File: src/rtl/ber_mon_pkg.sv
// Shared types and default constants for the bit-error-rate monitor.
package ber_mon_pkg;

  typedef enum logic {
    SEARCH = 1'b0,
    LOCKED = 1'b1
  } ber_state_e;

  localparam int DEF_MAX_DELAY = 64;
  localparam int DEF_WINDOW    = 1024;
  localparam int DEF_SYNC_LEN  = 32;
  localparam int DEF_LOSS_ERR  = 256;

  localparam int DEF_DELAY_W = $clog2(DEF_MAX_DELAY);
  localparam int DEF_CNT_W   = $clog2(DEF_WINDOW + 1);
  localparam int TOTAL_W     = 32;

endpackage

File: src/rtl/ber_monitor_if.sv
// Bit stream inputs and readout outputs of the BER monitor, bundled as one interface.
interface ber_monitor_if
  import ber_mon_pkg::*;
#(
  parameter int DELAY_W = DEF_DELAY_W,
  parameter int CNT_W   = DEF_CNT_W
) ();

  logic               bit_valid;
  logic               rx_bit;
  logic               ref_bit;
  logic               locked;
  logic [DELAY_W-1:0] lock_delay;
  logic [CNT_W-1:0]   err_count;
  logic               window_done;
  logic [TOTAL_W-1:0] total_err;

  modport master (
    output bit_valid, rx_bit, ref_bit,
    input  locked, lock_delay, err_count, window_done, total_err
  );

  modport slave (
    input  bit_valid, rx_bit, ref_bit,
    output locked, lock_delay, err_count, window_done, total_err
  );

endinterface

File: src/rtl/ref_delay_line.sv
// Reference bit history with a tap mux; tap 0 passes the live bit, tap d the bit from d strobes earlier.
module ref_delay_line #(
  parameter int DEPTH = 64,
  parameter int IDX_W = $clog2(DEPTH)
) (
  input  logic             clk,
  input  logic             reset,
  input  logic             shift_en,
  input  logic             bit_in,
  input  logic [IDX_W-1:0] tap,
  output logic             bit_out
);

  // Tap DEPTH-1 reads the oldest stored bit, so only DEPTH-1 stages are kept.
  logic [DEPTH-2:0] shreg_q, shreg_d;

  always_comb begin
    shreg_d = shreg_q;
    if (shift_en) begin
      shreg_d = (shreg_q << 1) | {{(DEPTH-2){1'b0}}, bit_in};
    end
  end

  always_ff @(posedge clk) begin
    if (reset) begin
      shreg_q <= '0;
    end else begin
      shreg_q <= shreg_d;
    end
  end

  always_comb begin
    bit_out = bit_in;
    if (tap != '0) begin
      bit_out = shreg_q[tap - IDX_W'(1)];
    end
  end

endmodule

File: src/rtl/ber_monitor.sv
// BER monitor: searches for the decoder delay, then counts mismatches per window.
// Optional feature macro BER_MON_TOTAL_EN enables the saturating cumulative total_err counter.
module ber_monitor
  import ber_mon_pkg::*;
#(
  parameter int MAX_DELAY = DEF_MAX_DELAY,
  parameter int WINDOW    = DEF_WINDOW,
  parameter int SYNC_LEN  = DEF_SYNC_LEN,
  parameter int LOSS_ERR  = DEF_LOSS_ERR
) (
  input logic          sys_clk,
  input logic          reset,
  ber_monitor_if.slave mon
);

  localparam int DELAY_W = $clog2(MAX_DELAY);
  localparam int CNT_W   = $clog2(WINDOW + 1);
  localparam int MATCH_W = $clog2(SYNC_LEN + 1);

  ber_state_e         state_q, state_d;
  logic [DELAY_W-1:0] delay_q, delay_d;
  logic [MATCH_W-1:0] match_q, match_d;
  logic [CNT_W-1:0]   bit_cnt_q, bit_cnt_d;
  logic [CNT_W-1:0]   win_err_q, win_err_d;
  logic [CNT_W-1:0]   err_count_q, err_count_d;
  logic               window_done_q, window_done_d;
  logic [CNT_W-1:0]   win_err_inc;
  logic               ref_dly;
  logic               mismatch;

  ref_delay_line #(
    .DEPTH (MAX_DELAY),
    .IDX_W (DELAY_W)
  ) u_ref_delay_line (
    .clk      (sys_clk),
    .reset    (reset),
    .shift_en (mon.bit_valid),
    .bit_in   (mon.ref_bit),
    .tap      (delay_q),
    .bit_out  (ref_dly)
  );

  assign mismatch    = mon.rx_bit ^ ref_dly;
  assign win_err_inc = win_err_q + CNT_W'(mismatch);

  always_comb begin
    state_d       = state_q;
    delay_d       = delay_q;
    match_d       = match_q;
    bit_cnt_d     = bit_cnt_q;
    win_err_d     = win_err_q;
    err_count_d   = err_count_q;
    window_done_d = 1'b0;
    if (mon.bit_valid) begin
      case (state_q)
        SEARCH: begin
          if (mismatch) begin
            match_d = '0;
            delay_d = (delay_q == DELAY_W'(MAX_DELAY - 1)) ? '0 : delay_q + DELAY_W'(1);
          end else if (match_q == MATCH_W'(SYNC_LEN - 1)) begin
            state_d   = LOCKED;
            match_d   = '0;
            bit_cnt_d = '0;
            win_err_d = '0;
          end else begin
            match_d = match_q + MATCH_W'(1);
          end
        end
        LOCKED: begin
          // The window-closing bit is included in the reported count.
          if (bit_cnt_q == CNT_W'(WINDOW - 1)) begin
            err_count_d   = win_err_inc;
            window_done_d = 1'b1;
            bit_cnt_d     = '0;
            win_err_d     = '0;
            if (win_err_inc > CNT_W'(LOSS_ERR)) begin
              state_d = SEARCH;
              match_d = '0;
            end
          end else begin
            bit_cnt_d = bit_cnt_q + CNT_W'(1);
            win_err_d = win_err_inc;
          end
        end
        default: state_d = SEARCH;
      endcase
    end
  end

  always_ff @(posedge sys_clk) begin
    if (reset) begin
      state_q       <= SEARCH;
      delay_q       <= '0;
      match_q       <= '0;
      bit_cnt_q     <= '0;
      win_err_q     <= '0;
      err_count_q   <= '0;
      window_done_q <= 1'b0;
    end else begin
      state_q       <= state_d;
      delay_q       <= delay_d;
      match_q       <= match_d;
      bit_cnt_q     <= bit_cnt_d;
      win_err_q     <= win_err_d;
      err_count_q   <= err_count_d;
      window_done_q <= window_done_d;
    end
  end

  assign mon.locked      = (state_q == LOCKED);
  assign mon.lock_delay  = delay_q;
  assign mon.err_count   = err_count_q;
  assign mon.window_done = window_done_q;

`ifdef BER_MON_TOTAL_EN
  logic [TOTAL_W-1:0] total_q, total_d;

  always_comb begin
    total_d = total_q;
    if (mon.bit_valid && (state_q == LOCKED) && mismatch && (total_q != '1)) begin
      total_d = total_q + TOTAL_W'(1);
    end
  end

  always_ff @(posedge sys_clk) begin
    if (reset) begin
      total_q <= '0;
    end else begin
      total_q <= total_d;
    end
  end

  assign mon.total_err = total_q;
`else
  assign mon.total_err = '0;
`endif

endmodule

File: src/flat_wrapper.sv
// flat-port wrapper written by rule: the top's interface ports become plain ports
module ber_monitor_flat import ber_mon_pkg::*;
#(
  parameter int MAX_DELAY = DEF_MAX_DELAY,
  parameter int WINDOW    = DEF_WINDOW,
  parameter int SYNC_LEN  = DEF_SYNC_LEN,
  parameter int LOSS_ERR  = DEF_LOSS_ERR
)
  (sys_clk, reset, mon_bit_valid, mon_rx_bit, mon_ref_bit, mon_locked, mon_lock_delay, mon_err_count, mon_window_done, mon_total_err);
  ber_monitor_if #(.DELAY_W(($clog2(MAX_DELAY))), .CNT_W(($clog2(WINDOW + 1)))) mon_i ();
  input logic sys_clk;
  input logic reset;
  input wire logic [$bits(mon_i.bit_valid)-1:0] mon_bit_valid;
  input wire logic [$bits(mon_i.rx_bit)-1:0] mon_rx_bit;
  input wire logic [$bits(mon_i.ref_bit)-1:0] mon_ref_bit;
  output wire logic [$bits(mon_i.locked)-1:0] mon_locked;
  output wire logic [$bits(mon_i.lock_delay)-1:0] mon_lock_delay;
  output wire logic [$bits(mon_i.err_count)-1:0] mon_err_count;
  output wire logic [$bits(mon_i.window_done)-1:0] mon_window_done;
  output wire logic [$bits(mon_i.total_err)-1:0] mon_total_err;
  assign mon_i.bit_valid = mon_bit_valid;
  assign mon_i.rx_bit = mon_rx_bit;
  assign mon_i.ref_bit = mon_ref_bit;
  assign mon_locked = mon_i.locked;
  assign mon_lock_delay = mon_i.lock_delay;
  assign mon_err_count = mon_i.err_count;
  assign mon_window_done = mon_i.window_done;
  assign mon_total_err = mon_i.total_err;
  ber_monitor #(.MAX_DELAY(MAX_DELAY), .WINDOW(WINDOW), .SYNC_LEN(SYNC_LEN), .LOSS_ERR(LOSS_ERR)) u_core (.sys_clk(sys_clk), .reset(reset), .mon(mon_i));
endmodule
File: config.mk
export PLATFORM = sky130hd
export DESIGN_NAME = ber_monitor_flat
export DESIGN_NICKNAME = d
export VERILOG_FILES = /design/src/rtl/ber_mon_pkg.sv /design/src/rtl/ber_monitor_if.sv /design/src/rtl/ref_delay_line.sv /design/src/rtl/ber_monitor.sv /design/src/flat_wrapper.sv
export SDC_FILE = /design/constraint.sdc
export NUM_CORES = 1
export LEC_CHECK = 0
export CAP_MARGIN = 20
export CORE_ASPECT_RATIO = 1.5
export CORE_MARGIN = 2
export CORE_UTILIZATION = 35
export DETAILED_ROUTE_END_ITERATION = 10
export PLACE_DENSITY = 0.57
export SKIP_LAST_GASP = 1
export SLEW_MARGIN = 0
export SYNTH_ARGS = -nofsm -noshare
export SYNTH_HDL_FRONTEND = slang
export SYNTH_SLANG_ARGS = --single-unit
File: constraint.sdc
create_clock -name sys_clk -period 9.5 [get_ports sys_clk]
set_clock_uncertainty 0.05 [all_clocks]
set_input_delay 2.375 -clock sys_clk [delete_from_list [all_inputs] [get_ports sys_clk]]
set_output_delay 2.375 -clock sys_clk [all_outputs]
set_load 0.02 [all_outputs]
==> key figures <==
Run status
  • Status: completed

Synth
  • Synth warn: 0
  • Cell taking the most area after synthesis: dfxtp_1
  • Async SR Flop Fraction: 0%
  • Most frequent cell after synthesis: dfxtp_1
  • Cell types with the highest counts after synthesis: dfxtp_1, nor2_1, mux2i_1
  • Post-synth top flop: dfxtp_1
  • Synth top area cells: dfxtp_1, mux2i_1, nor2_1, mux4_2, buf_4
  • Post-synth top area share: 38.6%
  • Post-synth EDFFs: 0
  • Avg Inst Size Synth: 9.12 µm²
  • Post-synthesis cell area: 5700 µm²
  • Distinct cells, synth: 57
  • Post-Synthesis Cells: 625
  • Sequential-to-total area share from yosys stat: 38.6%
  • FF+latch count, synth: 110

Clocking
  • Clock-pin slew on the worst setup and hold paths: 0.07 ns
  • Post-cts resize count: 0
  • Total CTS buffers: 9
  • Post-CTS Hold Fix Bufs: 0
  • CTS max path bufs: 2
  • Worst-skew pair later-pin latency: 0.35 ns
  • Clock Root Buffer: clkbuf_16
  • CTS tree: built
  • CTS Sinks: 110
  • H-tree levels: 3
  • Post-CTS Setup Inserts: 0

GRT
  • Total gr overflow: 0
  • Pin count of the biggest net entering global routing: 67
  • GR Util All Layers: 14.5%
  • Vias in the first global route: 4307
  • First-pass GRT wire length: 20.5 mm
  • Antenna violations before repair: 0

Floorplan
  • Die Y: 160 µm
  • Starting Density: 35.5%
  • Die footprint: 17400 µm²
  • Core box area: 16000 µm²
  • # rows: 57
  • Die W: 108 µm
  • Ports: 56

Hold path
  • Min-Delay Path Class: reg2reg

Route
  • DR WL/cell: 14.8 µm
  • DRC viols: 0
  • DR vias: 4411
  • Average vias per placed instance: 5.31
  • Number of DRC markers in iteration 0: 176
  • DRT antenna net count: 0
  • Routed wire length: 12.3 mm
  • First-pass detailed-route iteration total: 4

Setup path
  • CP Class: reg2reg
  • Required time of the critical path: 9.73 ns
  • CP Data Arrival Time: 6.18 ns
  • Worst Setup Start Kind: register
  • Crit end category: register
  • Crit-path max FO: 22

Timing
  • Fin crit share: 62.7%
  • Fin Setup TNS: 0 ns
  • RSZ-0062 raised after global routing: no
  • Worst-Margin Slew: 1.07 ns
  • Rel. slew slack: 28.5%
  • Final setup viols: 0
  • Highest clock rate: 0.168 GHz
  • Worst hold margin: 0.421 ns
  • Clock period minus worst slack: 5.96 ns
  • Max-slew violations: 0
  • Hold Fails Final Rpt: 0

Placed design
  • IO buf count: 23
  • Final GP Congestion: 0.829
  • HPWL after DPL: 8.40 mm
  • Dpl cells: 815

Layout
  • Final net count: 632
  • Ant diodes: 0
  • Share of post-route cells with drive strength above 1: 7.52%
  • Area of the multi-input gates: 3120 µm²
  • Final core utilization: 38.8%
  • Reg area: 2200 µm²
  • P&R area growth vs syn: 9.21%
  • Final cell count without fillers: 831
  • Fill cell count: 1617

Power
  • P_leak: 2.32 nW
  • Pwr Density: 156 nW/µm²
  • VDD IR max: 0.000108 V

Flow run
  • Max Cap Viol: 0
[cells in the final DEF, fill, tap and decap left out, drive strengths merged, types with 7 or more instances in the layout]
master,instances
a21oi,18
ha,7
mux4,13
nand2,28
clkbuf,11
a41oi,10
a31oi,13
dfxtp,110
and3,9
buf,8
conb,32
nor3,14
o21ai,19
a211oi,14
clkdlybuf4s50,21
inv,22
nor2,93
xnor2,12
nor4,7
nand3,14
mux2i,79
[registers in the layout, summed over array words and instances (netlist names)]
register                         count
u_core.match_q                       6
u_core.mon.locked                    1
u_core.bit_cnt_q                    11
u_core.mon.window_done               1
u_core.mon.lock_delay                6
u_core.win_err_q                    11
u_core.u_ref_delay_line.shreg_q     63
u_core.mon.err_count                11
[critical path: stages, from the launching register on]
cell and delay (ns):
dfxtp_1 0.34, clkinv_1 0.30, ha_1 1.14, mux4_2 0.42, mux2i_1 0.16, mux2i_1 0.10, a2111o_1 0.47, a41o_1 0.26
xnor2_4 0.42, inv_2 0.17, ha_1 0.24, ha_1 0.25, and4_1 0.29, a211oi_1 0.26, a41o_1 0.13, a31oi_1 0.09
o211a_1 0.26, nor2_1 0.17, nand2_1 0.14, a31oi_1 0.20
[power by group]
group | total [W] | leakage, nW | internal (W) | switching (W)
clock | 0.000382 | 0.149 | 0.000198 | 0.000184
sequential | 0.000466 | 0.886 | 0.000463 | 0.00000274
combinational | 0.000124 | 1.29 | 0.0000428 | 0.0000808
total | 0.000971 | 2.32 | 0.000704 | 0.000268
[layer usage]
layer  wire (µm)  up-vias  track usage [%]
li1            -     2165                -
met1        5120     2117             16.8
met2        6410      104             26.0
met3         447       25             2.44
met4         306        0             6.24
met5           0        -                0
[logic make-up (layout without fill, tap and decap cells)]
group,after synthesis,in the layout,synth area share [%]
fa+ha+maj,7,7,1.54
simple gates,201,201,16.7
xor+xnor,17,17,2.94
flops,110,110,38.6
compound gates,100,100,12.2
other cells,1,32,0.0658
mux,93,93,19.2
buf+inv,96,65,8.82
[worst paths after layout]
check | startpoint | to | slack (ns) | depth (start not counted)
max reg2reg | u_core.mon.lock_delay[0] | u_core.match_q[2] | 3.54 | 19
max | u_core.mon.lock_delay[0] | u_core.match_q[2] | 3.54 | 19
min reg2reg | u_core.bit_cnt_q[10] | u_core.bit_cnt_q[10] | 0.42 | 2
min | u_core.bit_cnt_q[10] | u_core.bit_cnt_q[10] | 0.42 | 2
[layout make-up]
| class | instances | share of cell area [%] |
|---|---|---|
| sequential | 110 | 35.4 |
| timing repair buffer | 29 | 4.40 |
| tap | 206 | 4.14 |
| inverter | 20 | 1.21 |
| clock inverter | 5 | 0.743 |
| clock buffer | 11 | 4.06 |
| multi-input combinational | 450 | 50.1 |
[stage by stage]
step	cell area [µm²]	worst slack, ns	power, W
floorplan	5820	4.41	0.000585
global placement	5920	3.57	0.000598
detailed placement	5930	3.48	0.000601
CTS	6230	3.46	0.000982
global route	6230	3.02	0.00101
finish	6230	3.54	0.000971
(Power assumes the default switching activity.)
